--- config.mk ---
export PLATFORM = sky130hd
export DESIGN_NAME = instr_issue_encoder_flat
export DESIGN_NICKNAME = d
export VERILOG_FILES = /design/src/rtl/instr_issue_if.sv /design/src/rtl/instr_issue_encoder.sv /design/src/flat_wrapper.sv
export SDC_FILE = /design/constraint.sdc
export NUM_CORES = 1
export LEC_CHECK = 0
export ABC_AREA = 1
export CORE_ASPECT_RATIO = 0.75
export CORE_UTILIZATION = 40
export DETAILED_ROUTE_END_ITERATION = 8
export HOLD_SLACK_MARGIN = 0.03
export SLEW_MARGIN = 0
export SYNTH_ARGS = -nofsm -noshare
export SYNTH_HDL_FRONTEND = slang
export SYNTH_SLANG_ARGS = --single-unit
--- constraint.sdc ---
create_clock -name clk -period 5.9 [get_ports clk]
set_input_delay 0.885 -clock clk [delete_from_list [all_inputs] [get_ports clk]]
set_output_delay 0.885 -clock clk [all_outputs]
set_load 0.05 [all_outputs]
--- src/rtl/instr_issue_if.sv ---
// Request/response bundle between a stimulus source and instr_issue_encoder.
// The master drives requests and consumes responses; the slave is the encoder.
interface instr_issue_if;
  logic        req_valid;
  logic        req_ready;
  logic [1:0]  req_class;
  logic [2:0]  req_funct3;
  logic [4:0]  req_rd;
  logic [4:0]  req_rs1;
  logic [4:0]  req_rs2;
  logic [11:0] req_imm;
  logic        rsp_valid;
  logic [31:0] rsp_result;
  logic        rsp_bt;
  logic [31:0] rsp_tag;
  logic        err_illegal;

  modport master (
    output req_valid, req_class, req_funct3, req_rd, req_rs1, req_rs2, req_imm,
    input  req_ready, rsp_valid, rsp_result, rsp_bt, rsp_tag, err_illegal
  );

  modport slave (
    input  req_valid, req_class, req_funct3, req_rd, req_rs1, req_rs2, req_imm,
    output req_ready, rsp_valid, rsp_result, rsp_bt, rsp_tag, err_illegal
  );
endinterface

--- src/rtl/instr_issue_encoder.sv ---
// Encodes abstract R/I/B requests into RISC-V words, queues them, holds each on
// instr_out for a fixed window and returns the core's result sampled in that window.
module instr_issue_encoder #(
  parameter int FIFO_DEPTH   = 4,
  parameter int HOLD_CYCLES  = 5,
  parameter int SAMPLE_CYCLE = 4
) (
  input  logic        clk,
  input  logic        reset,
  instr_issue_if.slave bus,
  output logic [31:0] instr_out,
  output logic        instr_valid,
  input  logic [31:0] alu_result,
  input  logic        bt
);
  localparam int PTR_W  = $clog2(FIFO_DEPTH);
  localparam int CNT_W  = PTR_W + 1;
  localparam int HOLD_W = $clog2(HOLD_CYCLES);

  localparam logic [31:0] NOP_WORD = 32'h0000_0013;
  localparam logic [1:0]  CLS_R    = 2'b00;
  localparam logic [1:0]  CLS_I    = 2'b01;
  localparam logic [1:0]  CLS_B    = 2'b10;

  localparam logic [0:0] IDLE = 1'b0;
  localparam logic [0:0] HOLD = 1'b1;

  logic [31:0]       enc_word;
  logic              enc_legal;
  logic [31:0]       fifo_mem [FIFO_DEPTH];
  logic [PTR_W-1:0]  wr_ptr_reg;
  logic [PTR_W-1:0]  rd_ptr_reg;
  logic [CNT_W-1:0]  count_reg;
  logic [0:0]        state_reg;
  logic [HOLD_W-1:0] hold_cnt_reg;
  logic [31:0]       instr_out_reg;
  logic              instr_valid_reg;
  logic              rsp_valid_reg;
  logic [31:0]       rsp_result_reg;
  logic              rsp_bt_reg;
  logic [31:0]       rsp_tag_reg;
  logic              err_illegal_reg;
  logic              accept;
  logic              push;
  logic              pop;
  logic              fifo_empty;
  logic              last_hold;
  logic              sample_now;

  always_comb begin
    enc_word  = 32'h0;
    enc_legal = 1'b0;
    case (bus.req_class)
      CLS_R: begin
        enc_word  = {7'b0, bus.req_rs2, bus.req_rs1, bus.req_funct3, bus.req_rd, 7'b0110011};
        enc_legal = (bus.req_funct3 <= 3'd4);
      end
      CLS_I: begin
        enc_word  = {bus.req_imm, bus.req_rs1, bus.req_funct3, bus.req_rd, 7'b0010011};
        enc_legal = (bus.req_funct3 <= 3'd1);
      end
      CLS_B: begin
        // req_imm carries offset bits [12:1], so imm[11] is offset bit 12
        enc_word  = {bus.req_imm[11], bus.req_imm[9:4], bus.req_rs2, bus.req_rs1,
                     bus.req_funct3, bus.req_imm[3:0], bus.req_imm[10], 7'b1100011};
        enc_legal = (bus.req_funct3 <= 3'd3);
      end
      default: begin
        enc_word  = 32'h0;
        enc_legal = 1'b0;
      end
    endcase
  end

  // Ready looks only at the registered count: no same-edge pop bypass.
  assign bus.req_ready = (count_reg != CNT_W'(FIFO_DEPTH));
  assign accept        = bus.req_valid && bus.req_ready;
  assign push          = accept && enc_legal;
  assign fifo_empty    = (count_reg == '0);
  assign last_hold     = (state_reg == HOLD) && (hold_cnt_reg == HOLD_W'(HOLD_CYCLES - 1));
  assign sample_now    = (state_reg == HOLD) && (hold_cnt_reg == HOLD_W'(SAMPLE_CYCLE));
  assign pop           = !fifo_empty && ((state_reg == IDLE) || last_hold);

  always_ff @(posedge clk) begin
    if (push) begin
      fifo_mem[wr_ptr_reg] <= enc_word;
    end
  end

  always_ff @(posedge clk) begin
    if (reset) begin
      wr_ptr_reg      <= '0;
      rd_ptr_reg      <= '0;
      count_reg       <= '0;
      state_reg       <= IDLE;
      hold_cnt_reg    <= '0;
      instr_out_reg   <= NOP_WORD;
      instr_valid_reg <= 1'b0;
      rsp_valid_reg   <= 1'b0;
      rsp_result_reg  <= 32'h0;
      rsp_bt_reg      <= 1'b0;
      rsp_tag_reg     <= 32'h0;
      err_illegal_reg <= 1'b0;
    end else begin
      err_illegal_reg <= accept && !enc_legal;
      rsp_valid_reg   <= 1'b0;

      if (push) begin
        wr_ptr_reg <= wr_ptr_reg + PTR_W'(1);
      end
      if (pop) begin
        rd_ptr_reg <= rd_ptr_reg + PTR_W'(1);
      end
      case ({push, pop})
        2'b10:   count_reg <= count_reg + CNT_W'(1);
        2'b01:   count_reg <= count_reg - CNT_W'(1);
        default: count_reg <= count_reg;
      endcase

      if (sample_now) begin
        rsp_valid_reg  <= 1'b1;
        rsp_result_reg <= alu_result;
        rsp_bt_reg     <= bt;
        rsp_tag_reg    <= instr_out_reg;
      end

      // Popping at the last hold cycle chains the next word with no NOP gap.
      if (pop) begin
        instr_out_reg   <= fifo_mem[rd_ptr_reg];
        instr_valid_reg <= 1'b1;
        hold_cnt_reg    <= '0;
        state_reg       <= HOLD;
      end else if (last_hold) begin
        instr_out_reg   <= NOP_WORD;
        instr_valid_reg <= 1'b0;
        hold_cnt_reg    <= '0;
        state_reg       <= IDLE;
      end else if (state_reg == HOLD) begin
        hold_cnt_reg <= hold_cnt_reg + HOLD_W'(1);
      end
    end
  end

  assign instr_out       = instr_out_reg;
  assign instr_valid     = instr_valid_reg;
  assign bus.rsp_valid   = rsp_valid_reg;
  assign bus.rsp_result  = rsp_result_reg;
  assign bus.rsp_bt      = rsp_bt_reg;
  assign bus.rsp_tag     = rsp_tag_reg;
  assign bus.err_illegal = err_illegal_reg;
endmodule
--- src/flat_wrapper.sv ---
// flat-port wrapper written by rule: the top's interface ports become plain ports
module instr_issue_encoder_flat 
#(
  parameter int FIFO_DEPTH   = 4,
  parameter int HOLD_CYCLES  = 5,
  parameter int SAMPLE_CYCLE = 4
)
  (clk, reset, instr_out, instr_valid, alu_result, bt, bus_req_valid, bus_req_class, bus_req_funct3, bus_req_rd, bus_req_rs1, bus_req_rs2, bus_req_imm, bus_req_ready, bus_rsp_valid, bus_rsp_result, bus_rsp_bt, bus_rsp_tag, bus_err_illegal);
  instr_issue_if bus_i ();
  input  logic clk;
  input  logic reset;
  output logic [31:0] instr_out;
  output logic instr_valid;
  input  logic [31:0] alu_result;
  input  logic bt;
  input wire logic [$bits(bus_i.req_valid)-1:0] bus_req_valid;
  input wire logic [$bits(bus_i.req_class)-1:0] bus_req_class;
  input wire logic [$bits(bus_i.req_funct3)-1:0] bus_req_funct3;
  input wire logic [$bits(bus_i.req_rd)-1:0] bus_req_rd;
  input wire logic [$bits(bus_i.req_rs1)-1:0] bus_req_rs1;
  input wire logic [$bits(bus_i.req_rs2)-1:0] bus_req_rs2;
  input wire logic [$bits(bus_i.req_imm)-1:0] bus_req_imm;
  output wire logic [$bits(bus_i.req_ready)-1:0] bus_req_ready;
  output wire logic [$bits(bus_i.rsp_valid)-1:0] bus_rsp_valid;
  output wire logic [$bits(bus_i.rsp_result)-1:0] bus_rsp_result;
  output wire logic [$bits(bus_i.rsp_bt)-1:0] bus_rsp_bt;
  output wire logic [$bits(bus_i.rsp_tag)-1:0] bus_rsp_tag;
  output wire logic [$bits(bus_i.err_illegal)-1:0] bus_err_illegal;
  assign bus_i.req_valid = bus_req_valid;
  assign bus_i.req_class = bus_req_class;
  assign bus_i.req_funct3 = bus_req_funct3;
  assign bus_i.req_rd = bus_req_rd;
  assign bus_i.req_rs1 = bus_req_rs1;
  assign bus_i.req_rs2 = bus_req_rs2;
  assign bus_i.req_imm = bus_req_imm;
  assign bus_req_ready = bus_i.req_ready;
  assign bus_rsp_valid = bus_i.rsp_valid;
  assign bus_rsp_result = bus_i.rsp_result;
  assign bus_rsp_bt = bus_i.rsp_bt;
  assign bus_rsp_tag = bus_i.rsp_tag;
  assign bus_err_illegal = bus_i.err_illegal;
  instr_issue_encoder #(.FIFO_DEPTH(FIFO_DEPTH), .HOLD_CYCLES(HOLD_CYCLES), .SAMPLE_CYCLE(SAMPLE_CYCLE)) u_core (.clk(clk), .reset(reset), .bus(bus_i), .instr_out(instr_out), .instr_valid(instr_valid), .alu_result(alu_result), .bt(bt));
endmodule
# ---- Yosys cells after proc, flatten, opt, wreduce, memory -nomap -nowiden
# Memories as Yosys holds them, arrays and structs flattened. A register that Yosys moved wholly into a read port is not among the register bits.
# Index checks and enable logic that the tools add are counted.
dict set report op_classes {
  eq_ne 6
  addsub 5
  reduce_logical 13
  n_lt_le_gt_ge 3
  muxes 12
  bitwise_logic 1
}
# op count
set op_table {}
lappend op_table {{case mux 32 bit (3 select lines)} 1}
lappend op_table {{two-way mux 32 bit} 2}
lappend op_table {{adder 3 x 1 -> 3 bit (second input constant)} 2}
lappend op_table {{case mux 3 bit (2 select lines)} 1}
lappend op_table {{logical AND 1 bit} 5}
lappend op_table {{two-way mux 1 bit} 5}
lappend op_table {{adder 2 x 1 -> 2 bit (second input constant)} 2}
lappend op_table {{== test 2 x 1 -> 1 bit (second input constant)} 2}
lappend op_table {{== test 2 bit (second input constant)} 2}
lappend op_table {{two-way mux 2 bit} 2}
lappend op_table {{nonzero test 2 bit} 2}
lappend op_table {{== test 3 bit (second input constant)} 1}
lappend op_table {{less-or-equal comparator 3 x 1 -> 1 bit (second input constant)} 1}
lappend op_table {{less-or-equal comparator 3 x 2 -> 1 bit (second input constant)} 1}
lappend op_table {{less-or-equal comparator 3 bit (second input constant)} 1}
lappend op_table {{zero test 3 bit} 1}
lappend op_table {{inequality test 3 bit (second input constant)} 1}
lappend op_table {{case mux 1 bit (3 select lines)} 1}
lappend op_table {{OR reduction 3 bit} 1}
lappend op_table {{subtractor 3 x 1 -> 3 bit (second input constant)} 1}
lappend op_table {{zero test 1 bit} 2}
lappend op_table {{zero test 2 bit} 1}
lappend op_table {{logical OR 1 bit} 1}
lappend op_table {{inverter 1 bit} 1}
dict set report word_totals {
  inputBits 68
  mem_count 1
  ram_bits 128
  word_cells 52
  reg_bits 110
  output_inout_bits 101
}
# memory words width rd rd_ports_with_merged_regs wr line_no
set mem_list {}
lappend mem_list {u_core.fifo_mem 4 32 1 1 1 instr_issue_encoder.sv:30} ;# logic [31:0] fifo_mem [FIFO_DEPTH];

# ---- Logic depth before layout (Yosys ltp)
# Gate-level depths: netlist of the first run.
dict set report logic_depth {
  depth_word 6
  mapped_depth 14
  mapped_depth_nobuf 14
}

# ---- Worst setup path before layout of the first run
# Ideal clock, no wire load.
dict set report synth_timing {
  kind {input to register}
  start {input bus_req_class[0]}
  end {memory u_core.fifo_mem[0][10], enable pin}
  cell_stages 7
  arrival_ns 2.690
  n_path_buf 0
  required_ns 5.485
  path_slack_ns 2.795
  setup_time_ns 0.415
  cell_sequence {inv_1 -> nand2_1 -> nand2_1 -> nand2_1 -> nor2_1 -> inv_1 -> nor2_1}
}
dict set report synth_between {
  elab_chain_cells 5
  elab_cells_between_ends 7
  cone_classes {2 x eq/ne; 3 x mux; 2 x reduce/logical}
}
# item line_no
set synth_lines {}
lappend synth_lines {{start, declared} flat_wrapper.sv:17} ;# input wire logic [$bits(bus_i.req_class)-1:0] bus_req_class;
lappend synth_lines {{== test 2 bit (tied with other cells)} instr_issue_encoder.sv:53} ;# case (bus.req_class)
lappend synth_lines {{case mux 1 bit (3 select lines) (*)} instr_issue_encoder.sv:53}
lappend synth_lines {{logical AND 1 bit (*)} instr_issue_encoder.sv:78} ;# assign push = accept && enc_legal;
lappend synth_lines {{two-way mux 1 bit (*)} instr_issue_encoder.sv:85} ;# if (push) begin
lappend synth_lines {{two-way mux 1 bit (not written as such) (*)} instr_issue_encoder.sv:86} ;# fifo_mem[wr_ptr_reg] <= enc_word;
lappend synth_lines {{end, declared} instr_issue_encoder.sv:30}
# Mark *: on every way between the ends. The rest lies on a longest branch, timed or not.

# ---- Worst setup path in the final report of the first run
dict set report layout_timing {
  start {input bus_req_class[0]}
  end {memory u_core.fifo_mem[0][8], enable pin}
}
# The elaborated chain is that of the path after synthesis.

==> results_dict.tcl, run 1 <==
set metrics [dict create \
    outcome "complete, no violations" \
    final_hold_viol_count 0 \
    setup_repair_after_global_routing_missed_its_margin "no" \
    synthTopCellsByArea "sky130_fd_sc_hd__edfxtp_1 42%, sky130_fd_sc_hd__dfxtp_1 25%, sky130_fd_sc_hd__o21ai_0 6.4%" \
    p_total_mw 4.52 \
    max_slew_margin_pct 28.3 \
    post-place-cells 1188 \
    synth_top_area_cell "sky130_fd_sc_hd__edfxtp_1" \
    post-cts-setup-buffers 0 \
    worst_ep_required_time_ns 6.09 \
    crit_chain "clkdlybuf4s50_1, inv_1, nand2_1, nand2_1, nand2_1, nor2_1, inv_1, nor2_2, buf_4" \
    hp-start "u_core.bus.rsp_tag[9]$_SDFFE_PP0P_" \
    power_frac_seq_pct 41.5 \
    setup-tns-final_ns 0 \
    cts_num_sinks 222 \
    synth_area_mm2 0.00839 \
    power.switching_mw 1.55 \
    worst_clock_skew_ns 0.0191 \
    synthToLayoutAreaGrowth_pct 30.2 \
    core_area_mm2 0.0204 \
    synth_largest_type_area_fraction_pct 41.5 \
    tritoncts_clock_tree "yes" \
    grt_max_degree 72 \
    share_clk_of_total_power_pct 30.6 \
    grt_pass1_wl_mm 30.5 \
    start_kind "input pin" \
    hold_path.class "register to register" \
    layoutNonFillerInstCount 1228 \
    n_antenna_cell 0 \
    overall_die_height_um 127 \
    worst_path_dominant_cell_family "buffers and inverters" \
    clock_tree.root_cell "sky130_fd_sc_hd__clkbuf_16" \
    intPower_mw 2.98 \
    worst_ep_arrival_time_ns 3.39 \
    worst_path_most_repeated_cell "sky130_fd_sc_hd__nand2_1" \
    post-route-period-util_pct 54.1 \
    worst_slew_pin_slew_ns 1.07 \
    grt.overflow.total 0 \
    cts-buffers-inserted 23 \
    ys_types 32 \
    wl_per_cell_um 16.3 \
    worst-path-max-fanout 17 \
    comb_power_share_pct 27.9 \
    largest_register_ff_count 116 \
    synth-seq-cells 222 \
    ports_placed_on_the_boundary 169 \
    timing.critical_path.slowest_cell_delay_ns 0.64 \
    crit_slowest_cell "sky130_fd_sc_hd__nor2_2" \
    static-leakage-power_nw 4.12 \
    floorplan.die.width_um 169 \
    setup.worst_path.start "bus_req_class[0]" \
    synth_sequential_area_ratio_pct 66.8 \
    synthesis.area_per_instance_um2 10.8 \
    report.final.slew_viol_count 0 \
    routed_via_density 4.79 \
    start_util_pct 41.2 \
    powerDensity_mw_per_mm2 414 \
    number_of_global_route_vias_before_repair 5350 \
    layout-drive-gt1-share_pct 5.39 \
    hold-worst-slack_ns 0.454 \
    fp.dieArea_mm2 0.0216 \
    switching_share_pct 34.2 \
    path_buf_inv 4 \
    cell_count_after_synthesis 775 \
    cts_max_level 1 \
    vias 5882 \
    ant_nets 0 \
    cts.clk_slew.worst_paths_ns 0.06 \
    layout.nets 1007 \
    portBuffers 164 \
    drt-pass1-iter-count 5 \
    global_route.usage.total_pct 18.4 \
    clock_insertion_delay_worst_skew_ns 0.51 \
    ctsResizeCount 0 \
    route.detailed.drc 0 \
    routed_wirelength_mm 20.0 \
    finalSetupViolations 0 \
    final.min_clock_period_ns 3.19 \
    drv.max_cap_violation_count 0 \
    cts.path.max_buffers 3 \
    max-vdd-ir-drop_mv 0.249 \
    hold_buffers 0 \
    timing.setup.critical_path_class "input pin to register" \
    detailed_place_hpwl_mm 13.1 \
    fp-row-count 45 \
    endpoint_kind "register" \
    grt_antenna_before_repair 0 \
    timing.fmax_mhz 313 \
    yosys_warnings 0 \
    gp_congestion 0.782 \
    dr.first_iter.drc_count 425 \
]
==> layout make-up <==
type	count	area [µm²]
flip-flops and latches	222	5610
fillers	1798	9460
inverters	131	497
well taps	282	353
multi-input cells	382	2060
clock buffers	32	619
repair buffers	171	1690
clock inverters	8	91.3
==> Yosys cell counts <==
library cell	number
sky130_fd_sc_hd__ha_1	7
sky130_fd_sc_hd__xnor2_1	1
sky130_fd_sc_hd__nand4_4	1
sky130_fd_sc_hd__nor2_1	34
sky130_fd_sc_hd__xor2_1	1
sky130_fd_sc_hd__nand2_2	2
sky130_fd_sc_hd__edfxtp_1	116
sky130_fd_sc_hd__buf_2	18
sky130_fd_sc_hd__nand2_1	65
sky130_fd_sc_hd__nand2_4	1
sky130_fd_sc_hd__nor3_1	1
sky130_fd_sc_hd__clkinv_1	2
sky130_fd_sc_hd__a22o_1	36
sky130_fd_sc_hd__o211ai_1	4
sky130_fd_sc_hd__nand3_1	34
sky130_fd_sc_hd__dfxtp_1	106
sky130_fd_sc_hd__buf_6	5
sky130_fd_sc_hd__buf_1	2
sky130_fd_sc_hd__buf_4	7
sky130_fd_sc_hd__o21ai_1	11
sky130_fd_sc_hd__a21boi_0	1
sky130_fd_sc_hd__o21ai_0	108
sky130_fd_sc_hd__inv_1	126
sky130_fd_sc_hd__o22ai_1	6
sky130_fd_sc_hd__clkbuf_1	11
sky130_fd_sc_hd__nor2_8	1
sky130_fd_sc_hd__or2_2	1
sky130_fd_sc_hd__conb_1	1
sky130_fd_sc_hd__inv_4	2
sky130_fd_sc_hd__a21oi_1	62
sky130_fd_sc_hd__fa_1	1
sky130_fd_sc_hd__inv_2	1
==> routing by layer <==
metal  global-route usage (%)  vias up  part of all wire (%)
met5                        0        -                     0
met4                     4.29        0                   1.8
met3                     3.97       26                   8.5
met2                     26.0      243                    40
met1                     28.6     2675                    50
li1                         -     2938                     -
==> stage by stage <==
stage          util (%)  setup WS (ns)  area (µm²)
2_1_floorplan         -           2.79        8400
3_3_place_gp       50.1           2.23       10200
3_5_place_dp       50.1           2.13       10200
4_1_cts            53.6           2.66       10900
5_1_grt            53.6           2.46       10900
6_report           53.6           2.71       10900
==> tightest hold or removal path, delay by kind of cell, from the launching register on <==
family	cells	cell delay, ns
simple gates	1	0.05
flops	1	0.32
compound gates	1	0.05
==> logic make-up after synthesis <==
logic type	synth area share, %
AO/OA/AOI/OAI	15.4
buffers and inverters	8.87
AND/OR/NAND/NOR	7.36
flip-flops	66.8
XOR/XNOR	0.209
other	0.0447
adder cells (fa/ha/maj)	1.28
==> power by group through the flow <==
stage          logic (mW)  registers [mW]  clock network [mW]
2_1_floorplan       0.554            2.21                   0
3_3_place_gp         1.26            1.91                   0
3_5_place_dp         1.27            1.91                   0
4_1_cts              1.27            1.88                1.42
5_1_grt              1.37            1.90                1.48
6_report             1.26            1.88                1.38
==> final timing paths <==
path / end / slack [ns] / cells after the start
worst max-delay path: u_core.fifo_mem[0][8]$_DFFE_PP_ / 2.71 / 9
worst min-delay path: u_core.bus.rsp_tag[9]$_SDFFE_PP0P_ / 0.45 / 2
worst max register to register: u_core.instr_out[4]$_SDFFE_PP1P_ / 3.42 / 6
worst min register to register: u_core.bus.rsp_tag[9]$_SDFFE_PP0P_ / 0.45 / 2
==> layout by cell type, fill, tap and decap left out, types with 6 or more instances in the layout <==
cell type / instances
sky130_fd_sc_hd__inv_1: 126
sky130_fd_sc_hd__o21ai_0: 108
sky130_fd_sc_hd__nand2_1: 65
sky130_fd_sc_hd__nand3_1: 34
sky130_fd_sc_hd__dfxtp_1: 105
sky130_fd_sc_hd__clkbuf_1: 8
sky130_fd_sc_hd__o21ai_1: 11
sky130_fd_sc_hd__a21oi_1: 62
sky130_fd_sc_hd__clkdlybuf4s50_1: 164
sky130_fd_sc_hd__clkbuf_16: 23
sky130_fd_sc_hd__o22ai_1: 6
sky130_fd_sc_hd__buf_4: 7
sky130_fd_sc_hd__a22o_1: 36
sky130_fd_sc_hd__edfxtp_1: 116
sky130_fd_sc_hd__nor2_1: 30
sky130_fd_sc_hd__ha_1: 7
Power figures use the tool's default switching activity.
==> inputs of run 2 (changes only) <==
--- a/config.mk
+++ b/config.mk
@@ -10,6 +10,7 @@
 export CORE_UTILIZATION = 40
 export DETAILED_ROUTE_END_ITERATION = 8
 export HOLD_SLACK_MARGIN = 0.03
+export PLACE_DENSITY = 0.67
 export SLEW_MARGIN = 0
 export SYNTH_ARGS = -nofsm -noshare
 export SYNTH_HDL_FRONTEND = slang
==> constraint.sdc (replaced) <==
create_clock -name clk -period 2.6 [get_ports clk]
set_input_delay 0.39 -clock clk [delete_from_list [all_inputs] [get_ports clk]]
set_output_delay 0.39 -clock clk [all_outputs]
set_load 0.05 [all_outputs]
==> run 2 against run 1 <==
Compared with the run above: worst setup slack lost 2.4 ns; die area unchanged; critical path depth decreased by 8; design area rose by 1.9%; highest routed layer unchanged.
==> results_dict.tcl, run 2 (same netlist as run 1, synthesis figures left out) <==
set metrics [dict create \
    cts_max_level 1 \
    final_cell_mix "164 x sky130_fd_sc_hd__clkdlybuf4s50_1, 126 x sky130_fd_sc_hd__inv_1, 116 x sky130_fd_sc_hd__edfxtp_1" \
    report.final.slew_viol_count 0 \
    power_frac_seq_pct 40.3 \
    crit_slowest_cell "sky130_fd_sc_hd__clkdlybuf4s50_1" \
    setup-tns-final_ns 0 \
    final.min_clock_period_ns 2.29 \
    cts_num_sinks 222 \
    timing.critical_path.slowest_cell_delay_ns 0.89 \
    overall_die_height_um 127 \
    ctsResizeCount 0 \
    grt_antenna_before_repair 0 \
    gp_congestion 0.765 \
    drv.max_cap_violation_count 0 \
    ports_placed_on_the_boundary 169 \
    clock_tree.root_cell "sky130_fd_sc_hd__clkbuf_16" \
    worst_slew_pin_slew_ns 1.00 \
    post-cts-setup-buffers 0 \
    crit_chain "clkdlybuf4s50_1" \
    outcome "complete, no violations" \
    fp-row-count 45 \
    worst-r2r-cell-count 13 \
    detailed_place_hpwl_mm 13.3 \
    intPower_mw 6.85 \
    path_buf_inv 1 \
    dr.first_iter.drc_count 545 \
    cts.clk_slew.worst_paths_ns 0.06 \
    global_route.usage.total_pct 18.3 \
    cts-buffers-inserted 23 \
    hold_buffers 0 \
    setup.worst_path.start "u_core.instr_valid$_SDFFE_PP0P_" \
    static-leakage-power_nw 4.22 \
    worst_ep_required_time_ns 2.21 \
    vias 5957 \
    setup_repair_after_global_routing_missed_its_margin "no" \
    worst_ep_arrival_time_ns 1.90 \
    core_area_mm2 0.0204 \
    finalSetupViolations 0 \
    endpoint_kind "output port" \
    largest_register_ff_count 116 \
    hold-worst-slack_ns 0.454 \
    grt.overflow.total 0 \
    p_total_mw 10.5 \
    wl_per_cell_um 16.0 \
    power.switching_mw 3.60 \
    grt_max_degree 107 \
    grt_pass1_wl_mm 30.5 \
    tritoncts_clock_tree "yes" \
    powerDensity_mw_per_mm2 939 \
    layout.cells.most_common "sky130_fd_sc_hd__clkdlybuf4s50_1" \
    route.detailed.drc 0 \
    layout-drive-gt1-share_pct 7.49 \
    synthToLayoutAreaGrowth_pct 32.7 \
    share_clk_of_total_power_pct 31.2 \
    post-route-period-util_pct 88.1 \
    clock_insertion_delay_worst_skew_ns 0.50 \
    worst-path-max-fanout 8 \
    switching_share_pct 34.4 \
    fp.dieArea_mm2 0.0216 \
    number_of_global_route_vias_before_repair 5601 \
    cts.path.max_buffers 3 \
    min_delay_path_depth 2 \
    ant_nets 0 \
    final_hold_viol_count 0 \
    timing.setup.critical_path_class "register to output port" \
    critical_path.reg2reg.startpoint "u_core.hold_cnt_reg[1]$_SDFFE_PP0P_" \
    rrSetupSlack_ns 0.42 \
    start_util_pct 41.2 \
    timing.fmax_mhz 437 \
    floorplan.die.width_um 169 \
    number_of_stages_on_the_worst_setup_path 1 \
    start_kind "register" \
    max-vdd-ir-drop_mv 0.707 \
    routed_via_density 4.79 \
    n_antenna_cell 0 \
    hp-start "u_core.bus.rsp_tag[26]$_SDFFE_PP0P_" \
    hold_path.class "register to register" \
    layout.nets 1021 \
    routed_wirelength_mm 19.9 \
    portBuffers 164 \
    worst_clock_skew_ns 0.00608 \
    max_slew_margin_pct 33.0 \
    drt-pass1-iter-count 5 \
    comb_power_share_pct 28.5 \
    worst_path_dominant_cell_family "buffers and inverters" \
]
[run 2: cell type report]
cell class | instances | area [µm²]
Clock buffer | 24 | 579
Fill cell | 1746 | 9240
Multi-Input combinational cell | 382 | 2060
Sequential cell | 222 | 5610
Inverter | 131 | 497
Timing Repair Buffer | 185 | 1870
Tap cell | 282 | 353
Clock inverter | 17 | 164
[run 2: per-layer routing]
metal | track usage (%) | share of wire, %
met5 | 0 | 0
met1 | 27.3 | 49
met2 | 26.5 | 41
met3 | 4.28 | 8.0
met4 | 4.66 | 1.8
[run 2: metrics by stage]
stage          cell area [µm²]  cells  util (%)  worst slack, ns
2_1_floorplan             8400    778         -           -0.203
3_3_place_gp             10400   1202      51.0            0.137
3_5_place_dp             10400   1202      51.0           0.0608
4_1_cts                  11100   1243      54.6            0.281
5_1_grt                  11100   1243      54.6            0.232
6_report                 11100   1243      54.6            0.310
[run 2: final timing paths]
check	endpoint
setup / recovery	instr_valid
hold / removal	u_core.bus.rsp_tag[26]$_SDFFE_PP0P_
setup reg to reg	u_core.count_reg[2]$_SDFFE_PP0P_
hold reg to reg	u_core.bus.rsp_tag[26]$_SDFFE_PP0P_
[run 2: power by group through the flow]
stage	clock [mW]	combinational (mW)	sequential [mW]
2_1_floorplan	0	1.26	5.02
3_3_place_gp	0	2.95	4.29
3_5_place_dp	0	2.98	4.30
4_1_cts	3.32	2.99	4.22
5_1_grt	3.47	3.22	4.26
6_report	3.26	2.98	4.22
